$ cat src/rtl/logic_op_arbiter_pkg.sv
`default_nettype none
// +----------------------------------------------------------------------+
// | logic_op_arbiter_pkg : shared opcodes, FSM states and data width      |
// | Rev 1.0                                                               |
// +----------------------------------------------------------------------+
package logic_op_arbiter_pkg;

   localparam int DATA_WIDTH = 32;

   localparam logic [1:0] LOGIC_OP_AND = 2'b00;
   localparam logic [1:0] LOGIC_OP_OR  = 2'b01;
   localparam logic [1:0] LOGIC_OP_NOR = 2'b10;
   localparam logic [1:0] LOGIC_OP_INV = 2'b11;

   typedef enum logic [1:0] {
      ST_IDLE = 2'd0,
      ST_EXEC = 2'd1,
      ST_RESP = 2'd2
   } state_t;

endpackage : logic_op_arbiter_pkg
`default_nettype wire

$ cat src/rtl/logic_op_arbiter_if.sv
`default_nettype none
// +----------------------------------------------------------------------+
// | logic_op_arbiter_if : one client's request/response channel pair      |
// | Rev 1.0                                                               |
// +----------------------------------------------------------------------+
interface logic_op_arbiter_if;
   import logic_op_arbiter_pkg::*;

   logic                  req_valid;
   logic                  req_ready;
   logic [1:0]            req_op;
   logic [DATA_WIDTH-1:0] req_a;
   logic [DATA_WIDTH-1:0] req_b;
   logic                  rsp_valid;
   logic                  rsp_ready;
   logic [DATA_WIDTH-1:0] rsp_data;

   modport master (
      output req_valid, req_op, req_a, req_b, rsp_ready,
      input  req_ready, rsp_valid, rsp_data
   );

   modport slave (
      input  req_valid, req_op, req_a, req_b, rsp_ready,
      output req_ready, rsp_valid, rsp_data
   );

endinterface : logic_op_arbiter_if
`default_nettype wire

$ cat src/rtl/logic_op_arbiter_logic32_unit.sv
`default_nettype none
// +----------------------------------------------------------------------+
// | logic32_unit : combinational AND/OR/NOR/INV arrays with 4:1 select    |
// | Rev 1.0                                                               |
// +----------------------------------------------------------------------+
module logic32_unit
   import logic_op_arbiter_pkg::*;
(
   input  wire logic [1:0]            op,
   input  wire logic [DATA_WIDTH-1:0] a,
   input  wire logic [DATA_WIDTH-1:0] b,
   output logic      [DATA_WIDTH-1:0] y
);

   logic [DATA_WIDTH-1:0] and_w;
   logic [DATA_WIDTH-1:0] or_w;
   logic [DATA_WIDTH-1:0] nor_w;
   logic [DATA_WIDTH-1:0] inv_w;

   assign and_w = a & b;
   assign or_w  = a | b;
   assign nor_w = ~(a | b);
   assign inv_w = ~a;

   always_comb begin
      y = and_w;
      case (op)
         LOGIC_OP_AND: y = and_w;
         LOGIC_OP_OR:  y = or_w;
         LOGIC_OP_NOR: y = nor_w;
         LOGIC_OP_INV: y = inv_w;
         default:      y = and_w;
      endcase
   end

endmodule : logic32_unit
`default_nettype wire

$ cat src/rtl/logic_op_arbiter.sv
`default_nettype none
// +----------------------------------------------------------------------+
// | logic_op_arbiter : round-robin two-client front end for logic32_unit  |
// | Rev 1.0                                                               |
// +----------------------------------------------------------------------+
module logic_op_arbiter
   import logic_op_arbiter_pkg::*;
(
   input  wire logic          clk,
   input  wire logic          rst,
   logic_op_arbiter_if.slave  req0,
   logic_op_arbiter_if.slave  req1,
   output logic               busy
);

   state_t                state_q, state_d;
   logic                  pri_q, pri_d;
   logic                  g_q, g_d;
   logic [1:0]            op_q, op_d;
   logic [DATA_WIDTH-1:0] a_q, a_d;
   logic [DATA_WIDTH-1:0] b_q, b_d;
   logic [DATA_WIDTH-1:0] result_q, result_d;
   logic                  busy_q, busy_d;
   logic                  rsp0_valid_q, rsp0_valid_d;
   logic                  rsp1_valid_q, rsp1_valid_d;

   logic                  grant_w;
   logic                  any_valid_w;
   logic                  rsp_ready_w;
   logic [DATA_WIDTH-1:0] unit_y_w;

   logic32_unit u_logic32_unit (
      .op (op_q),
      .a  (a_q),
      .b  (b_q),
      .y  (unit_y_w)
   );

   // PRI only decides ties; a lone requester always wins.
   assign grant_w     = (req0.req_valid & req1.req_valid) ? pri_q : req1.req_valid;
   assign any_valid_w = req0.req_valid | req1.req_valid;
   assign rsp_ready_w = g_q ? req1.rsp_ready : req0.rsp_ready;

   assign req0.req_ready = (state_q == ST_IDLE) & ~rst & req0.req_valid & ~grant_w;
   assign req1.req_ready = (state_q == ST_IDLE) & ~rst & req1.req_valid &  grant_w;

   always_comb begin
      state_d  = state_q;
      pri_d    = pri_q;
      g_d      = g_q;
      op_d     = op_q;
      a_d      = a_q;
      b_d      = b_q;
      result_d = result_q;
      case (state_q)
         ST_IDLE: begin
            if (any_valid_w) begin
               g_d     = grant_w;
               op_d    = grant_w ? req1.req_op : req0.req_op;
               a_d     = grant_w ? req1.req_a  : req0.req_a;
               b_d     = grant_w ? req1.req_b  : req0.req_b;
               state_d = ST_EXEC;
            end
         end
         ST_EXEC: begin
            result_d = unit_y_w;
            state_d  = ST_RESP;
         end
         ST_RESP: begin
            if (rsp_ready_w) begin
               pri_d   = ~g_q;
               state_d = ST_IDLE;
            end
         end
         default: state_d = ST_IDLE;
      endcase
      // Outputs are registered from the next state so they line up with state_q.
      busy_d       = (state_d != ST_IDLE);
      rsp0_valid_d = (state_d == ST_RESP) & ~g_d;
      rsp1_valid_d = (state_d == ST_RESP) &  g_d;
   end

   always_ff @(posedge clk) begin
      if (rst) begin
         state_q      <= ST_IDLE;
         pri_q        <= 1'b0;
         g_q          <= 1'b0;
         op_q         <= 2'b00;
         a_q          <= '0;
         b_q          <= '0;
         result_q     <= '0;
         busy_q       <= 1'b0;
         rsp0_valid_q <= 1'b0;
         rsp1_valid_q <= 1'b0;
      end else begin
         state_q      <= state_d;
         pri_q        <= pri_d;
         g_q          <= g_d;
         op_q         <= op_d;
         a_q          <= a_d;
         b_q          <= b_d;
         result_q     <= result_d;
         busy_q       <= busy_d;
         rsp0_valid_q <= rsp0_valid_d;
         rsp1_valid_q <= rsp1_valid_d;
      end
   end

   assign req0.rsp_valid = rsp0_valid_q;
   assign req1.rsp_valid = rsp1_valid_q;
   assign req0.rsp_data  = result_q;
   assign req1.rsp_data  = result_q;
   assign busy           = busy_q;

endmodule : logic_op_arbiter
`default_nettype wire

$ cat src/flat_wrapper.sv
// flat-port wrapper written by rule: the top's interface ports become plain ports
module logic_op_arbiter_flat import logic_op_arbiter_pkg::*;
  (clk, rst, busy, req0_req_valid, req0_req_op, req0_req_a, req0_req_b, req0_rsp_ready, req0_req_ready, req0_rsp_valid, req0_rsp_data, req1_req_valid, req1_req_op, req1_req_a, req1_req_b, req1_rsp_ready, req1_req_ready, req1_rsp_valid, req1_rsp_data);
  logic_op_arbiter_if req0_i ();
  logic_op_arbiter_if req1_i ();
  input  wire logic clk;
  input  wire logic rst;
  output logic busy;
  input wire logic [$bits(req0_i.req_valid)-1:0] req0_req_valid;
  input wire logic [$bits(req0_i.req_op)-1:0] req0_req_op;
  input wire logic [$bits(req0_i.req_a)-1:0] req0_req_a;
  input wire logic [$bits(req0_i.req_b)-1:0] req0_req_b;
  input wire logic [$bits(req0_i.rsp_ready)-1:0] req0_rsp_ready;
  output wire logic [$bits(req0_i.req_ready)-1:0] req0_req_ready;
  output wire logic [$bits(req0_i.rsp_valid)-1:0] req0_rsp_valid;
  output wire logic [$bits(req0_i.rsp_data)-1:0] req0_rsp_data;
  input wire logic [$bits(req1_i.req_valid)-1:0] req1_req_valid;
  input wire logic [$bits(req1_i.req_op)-1:0] req1_req_op;
  input wire logic [$bits(req1_i.req_a)-1:0] req1_req_a;
  input wire logic [$bits(req1_i.req_b)-1:0] req1_req_b;
  input wire logic [$bits(req1_i.rsp_ready)-1:0] req1_rsp_ready;
  output wire logic [$bits(req1_i.req_ready)-1:0] req1_req_ready;
  output wire logic [$bits(req1_i.rsp_valid)-1:0] req1_rsp_valid;
  output wire logic [$bits(req1_i.rsp_data)-1:0] req1_rsp_data;
  assign req0_i.req_valid = req0_req_valid;
  assign req0_i.req_op = req0_req_op;
  assign req0_i.req_a = req0_req_a;
  assign req0_i.req_b = req0_req_b;
  assign req0_i.rsp_ready = req0_rsp_ready;
  assign req0_req_ready = req0_i.req_ready;
  assign req0_rsp_valid = req0_i.rsp_valid;
  assign req0_rsp_data = req0_i.rsp_data;
  assign req1_i.req_valid = req1_req_valid;
  assign req1_i.req_op = req1_req_op;
  assign req1_i.req_a = req1_req_a;
  assign req1_i.req_b = req1_req_b;
  assign req1_i.rsp_ready = req1_rsp_ready;
  assign req1_req_ready = req1_i.req_ready;
  assign req1_rsp_valid = req1_i.rsp_valid;
  assign req1_rsp_data = req1_i.rsp_data;
  logic_op_arbiter u_core (.clk(clk), .rst(rst), .req0(req0_i), .req1(req1_i), .busy(busy));
endmodule
$ cat config.mk
export PLATFORM = sky130hd
export DESIGN_NAME = logic_op_arbiter_flat
export DESIGN_NICKNAME = d
export VERILOG_FILES = /design/src/rtl/logic_op_arbiter_pkg.sv /design/src/rtl/logic_op_arbiter_if.sv /design/src/rtl/logic_op_arbiter_logic32_unit.sv /design/src/rtl/logic_op_arbiter.sv /design/src/flat_wrapper.sv
export SDC_FILE = /design/constraint.sdc
export NUM_CORES = 1
export LEC_CHECK = 0
export ABC_AREA = 1
export BUFFER_PORTS_ARGS = -buffer_cell sky130_fd_sc_hd__buf_2
export CAP_MARGIN = 0
export CORE_MARGIN = 2
export CORE_UTILIZATION = 49
export CTS_BUF_LIST = sky130_fd_sc_hd__clkbuf_8
export CTS_CLUSTER_DIAMETER = 60
export CTS_CLUSTER_SIZE = 24
export DETAILED_ROUTE_END_ITERATION = 12
export HOLD_SLACK_MARGIN = 0.02
export PLACE_DENSITY = 0.81
export SLEW_MARGIN = 10
export SYNTH_ARGS = -nofsm -noshare
export SYNTH_HDL_FRONTEND = slang
export SYNTH_HIERARCHICAL = 1
export SYNTH_SLANG_ARGS = --single-unit
export TNS_END_PERCENT = 30
$ cat constraint.sdc
create_clock -name clk -period 1.1 [get_ports clk]
set_input_delay 0.165 -clock clk [delete_from_list [all_inputs] [get_ports clk]]
set_output_delay 0.165 -clock clk [all_outputs]
set_load 0.01 [all_outputs]
==> reports/qor.txt <==
Status = complete, but fails checks
Failing checks = setup timing
Crit path capture type = primary output
Drt first pass iters = 5
Latest clock arrival within the worst-skew pair = 380 ps
Top Metal Used = met4
Hold Path End = u_core/a_q[2]
Worst path max stage delay = 340 ps
Vias = 7970
Antenna violations before repair = 0
Via-to-Cell Ratio = 4.881
Most common cell after layout, fill and taps aside = nand2_1
Nets = 1587
Yosys warning count = 6
Period utilization = 1.381
Critical-path top delay cell = dfxtp_2
Fin. Hold Viols = 0
Mapped Area = 0.006985 sq mm
Filler cells = 1144
Sequential share of the synthesized area = 0.3009
Maximum vdd drop = 741.7 uV
Avg Cell Area, Syn = 5.535 sq um
Hold_ws = 109.8 ps
Total clock sinks = 105
Post-route worst setup slack = -419.5 ps
Wire length on met2 = 10.58 mm
Wire length on met1 = 9.026 mm
Initial DRC Count = 632
Routability cong. = 0.8478
Synthesized flop and latch total = 105
Root Driver = clkbuf_8
Crit path DAT = 1350 ps
Achievable Freq = 658.1 MHz
Met3 Routed Length = 1.662 mm
Most frequent cells in the layout = nand2_1 (343), inv_1 (236), buf_2 (205)
I/O Buffers = 206
Syn Nets = 1400
Power density cells = 1282 mW/mm^2
Clock buffer depth = 2
Starting density of the core = 0.5032
Worst-path cell chain = buf_6 -> nor2_4 -> nand3_2 -> nor2_2 -> buf_2
Area growth from synthesis to layout = 36.86%
Final ANT Viol Nets = 0
Capturing point of the worst reg2reg path = u_core/b_q[5]
Library cells used by synthesis = 17
Post-route DRC = 0
R2r startpoint = u_core/state_q[0]
Post-Syn Instances = 1262
Routed len/inst = 13.44 um
Share of layout cells above drive strength 1 = 0.3076
Core area = 0.01388 sq mm
Worst-path clk slew = 90 ps
Final setup vio count = 106
RSZ-0062 raised after global routing = yes
Worst Skew = 8.894 ps
Crit Path Max Fanout = 3
Maximum level of the CTS H-tree = 3
Die height = 123.4 um
Post-detail-place hpwl = 12.66 mm
FF-to-FF setup slack = -370 ps
Critical path launch point type = flip-flop
CTS tree = yes
ANT cells = 0
Slew HR = 0.7802
Die X = 123.4 um
First-pass GRT wire length = 33.22 mm
Minimum clock period = 1519 ps
HP Start = req0_req_a[2]
CP Class = reg -> out
Vias in the first global route = 7083
Worst Max-Slew Pin Slew = 329.6 ps
Die ar. = 0.01523 sq mm
Tot GR Track Use = 0.2780
FP Rows = 43
Worst-case reg-to-reg path depth = 10
Largest net degree at the start of global routing = 56
WP data required = 940 ps
Final Util = 0.6888
P_leak = 5.436 nW
# Max-Cap Violations = 0
CTS Buf Count = 9
Worst hold path depth = 5
# IOs = 207
Final WL = 21.94 mm
Pins Over Slew Limit = 0
Gr ovfl total = 0
Min-Delay Path Class = in -> reg
[final cells by class]
cell class / instances / area, sq um / share of cell area
flip-flops and latches: 105 / 2121 / 0.2218
clock inverters: 5 / 25.02 / 0.002617
clock buffers: 10 / 137.6 / 0.01440
inverters: 241 / 910.9 / 0.09528
repair buffers: 280 / 2176 / 0.2276
multi-input cells: 812 / 3965 / 0.4147
well taps: 180 / 225.2 / 0.02356
[worst max-delay path: cells and delay by family, from the launching register on]
kind / cells / cell delay [ps]
buffers and inverters: 2 / 270
DFF: 1 / 340
and+or+nand+nor: 3 / 370
[per-layer routing]
layer,vias to the layer above,track usage
met4,0,0.1158
li1,4041,-
met3,55,0.02860
met5,-,0
met2,362,0.4736
met1,3512,0.3577
[report_power, final]
part | switching [mW] | internal, mW | total [mW]
Combinational | 2.98 | 2.38 | 5.36
Sequential | 0.423 | 4.28 | 4.70
Clock | 1.34 | 0.852 | 2.19
[Yosys cell counts, drive strengths merged]
master  count  area (sq um)
buf        78         516.7
dfxtp     105          2102
o21ai      65         325.3
nand2     405          1573
nand3      69         345.3
nor2      205         777.0
inv       241         904.6
clkbuf     26         101.3
a21oi      68         340.3
[worst max-delay path by stage]
stage                                  from             end  slack (ps)
after floorplan                u_core/pri_q  u_core/a_q[10]          -5
after global placement         u_core/pri_q  u_core/a_q[24]        -110
after detailed placement       u_core/pri_q  u_core/a_q[24]        -120
after CTS                 u_core/state_q[0]  req0_req_ready        -430
after global routing      u_core/state_q[0]   u_core/b_q[5]        -450
final                     u_core/state_q[0]  req1_req_ready        -420
[sequential cells by signal, summed over array words and instances (netlist names)]
name and count:
u_core/req0.rsp_data 32, u_core/a_q 32, u_core/pri_q 1, u_core/req0.rsp_valid 1, u_core/op_q 2, u_core/busy 1
u_core/req1.rsp_valid 1, u_core/b_q 32, u_core/g_q 1, u_core/state_q 2
[logic make-up after synthesis]
family,after synthesis,share of synthesized area
buf+inv,345,0.2180
compound gates,133,0.09529
flops,105,0.3009
simple gates,679,0.3858
[repair_timing]
| action | in CTS | in global routing |
|---|---|---|
| resized for setup | 94 | 132 |
| buffers inserted | 14 | 6 |
| hold buffers | 1 | 0 |
| hold endpoints to repair | 1 | 0 |
| setup endpoints to repair | 115 | 122 |
| gates cloned | 15 | 2 |
| pin swaps | 30 | 88 |
[through the flow]
stage	instance area, sq um	setup WS [ps]	std cells	power (mW)	TNS (ps)
6_report	9560	-419.5	1633	12.26	-23750
5_1_grt	9560	-452.0	1633	13.06	-30920
4_1_cts	9171	-425.9	1632	11.85	-26630
3_5_place_dp	8123	-122.0	1587	8.628	-7025
3_3_place_gp	8123	-108.8	1587	8.525	-4345
2_1_floorplan	6997	-5.386	1262	7.549	-270.1
No activity file was read; power rests on OpenSTA's default activity.
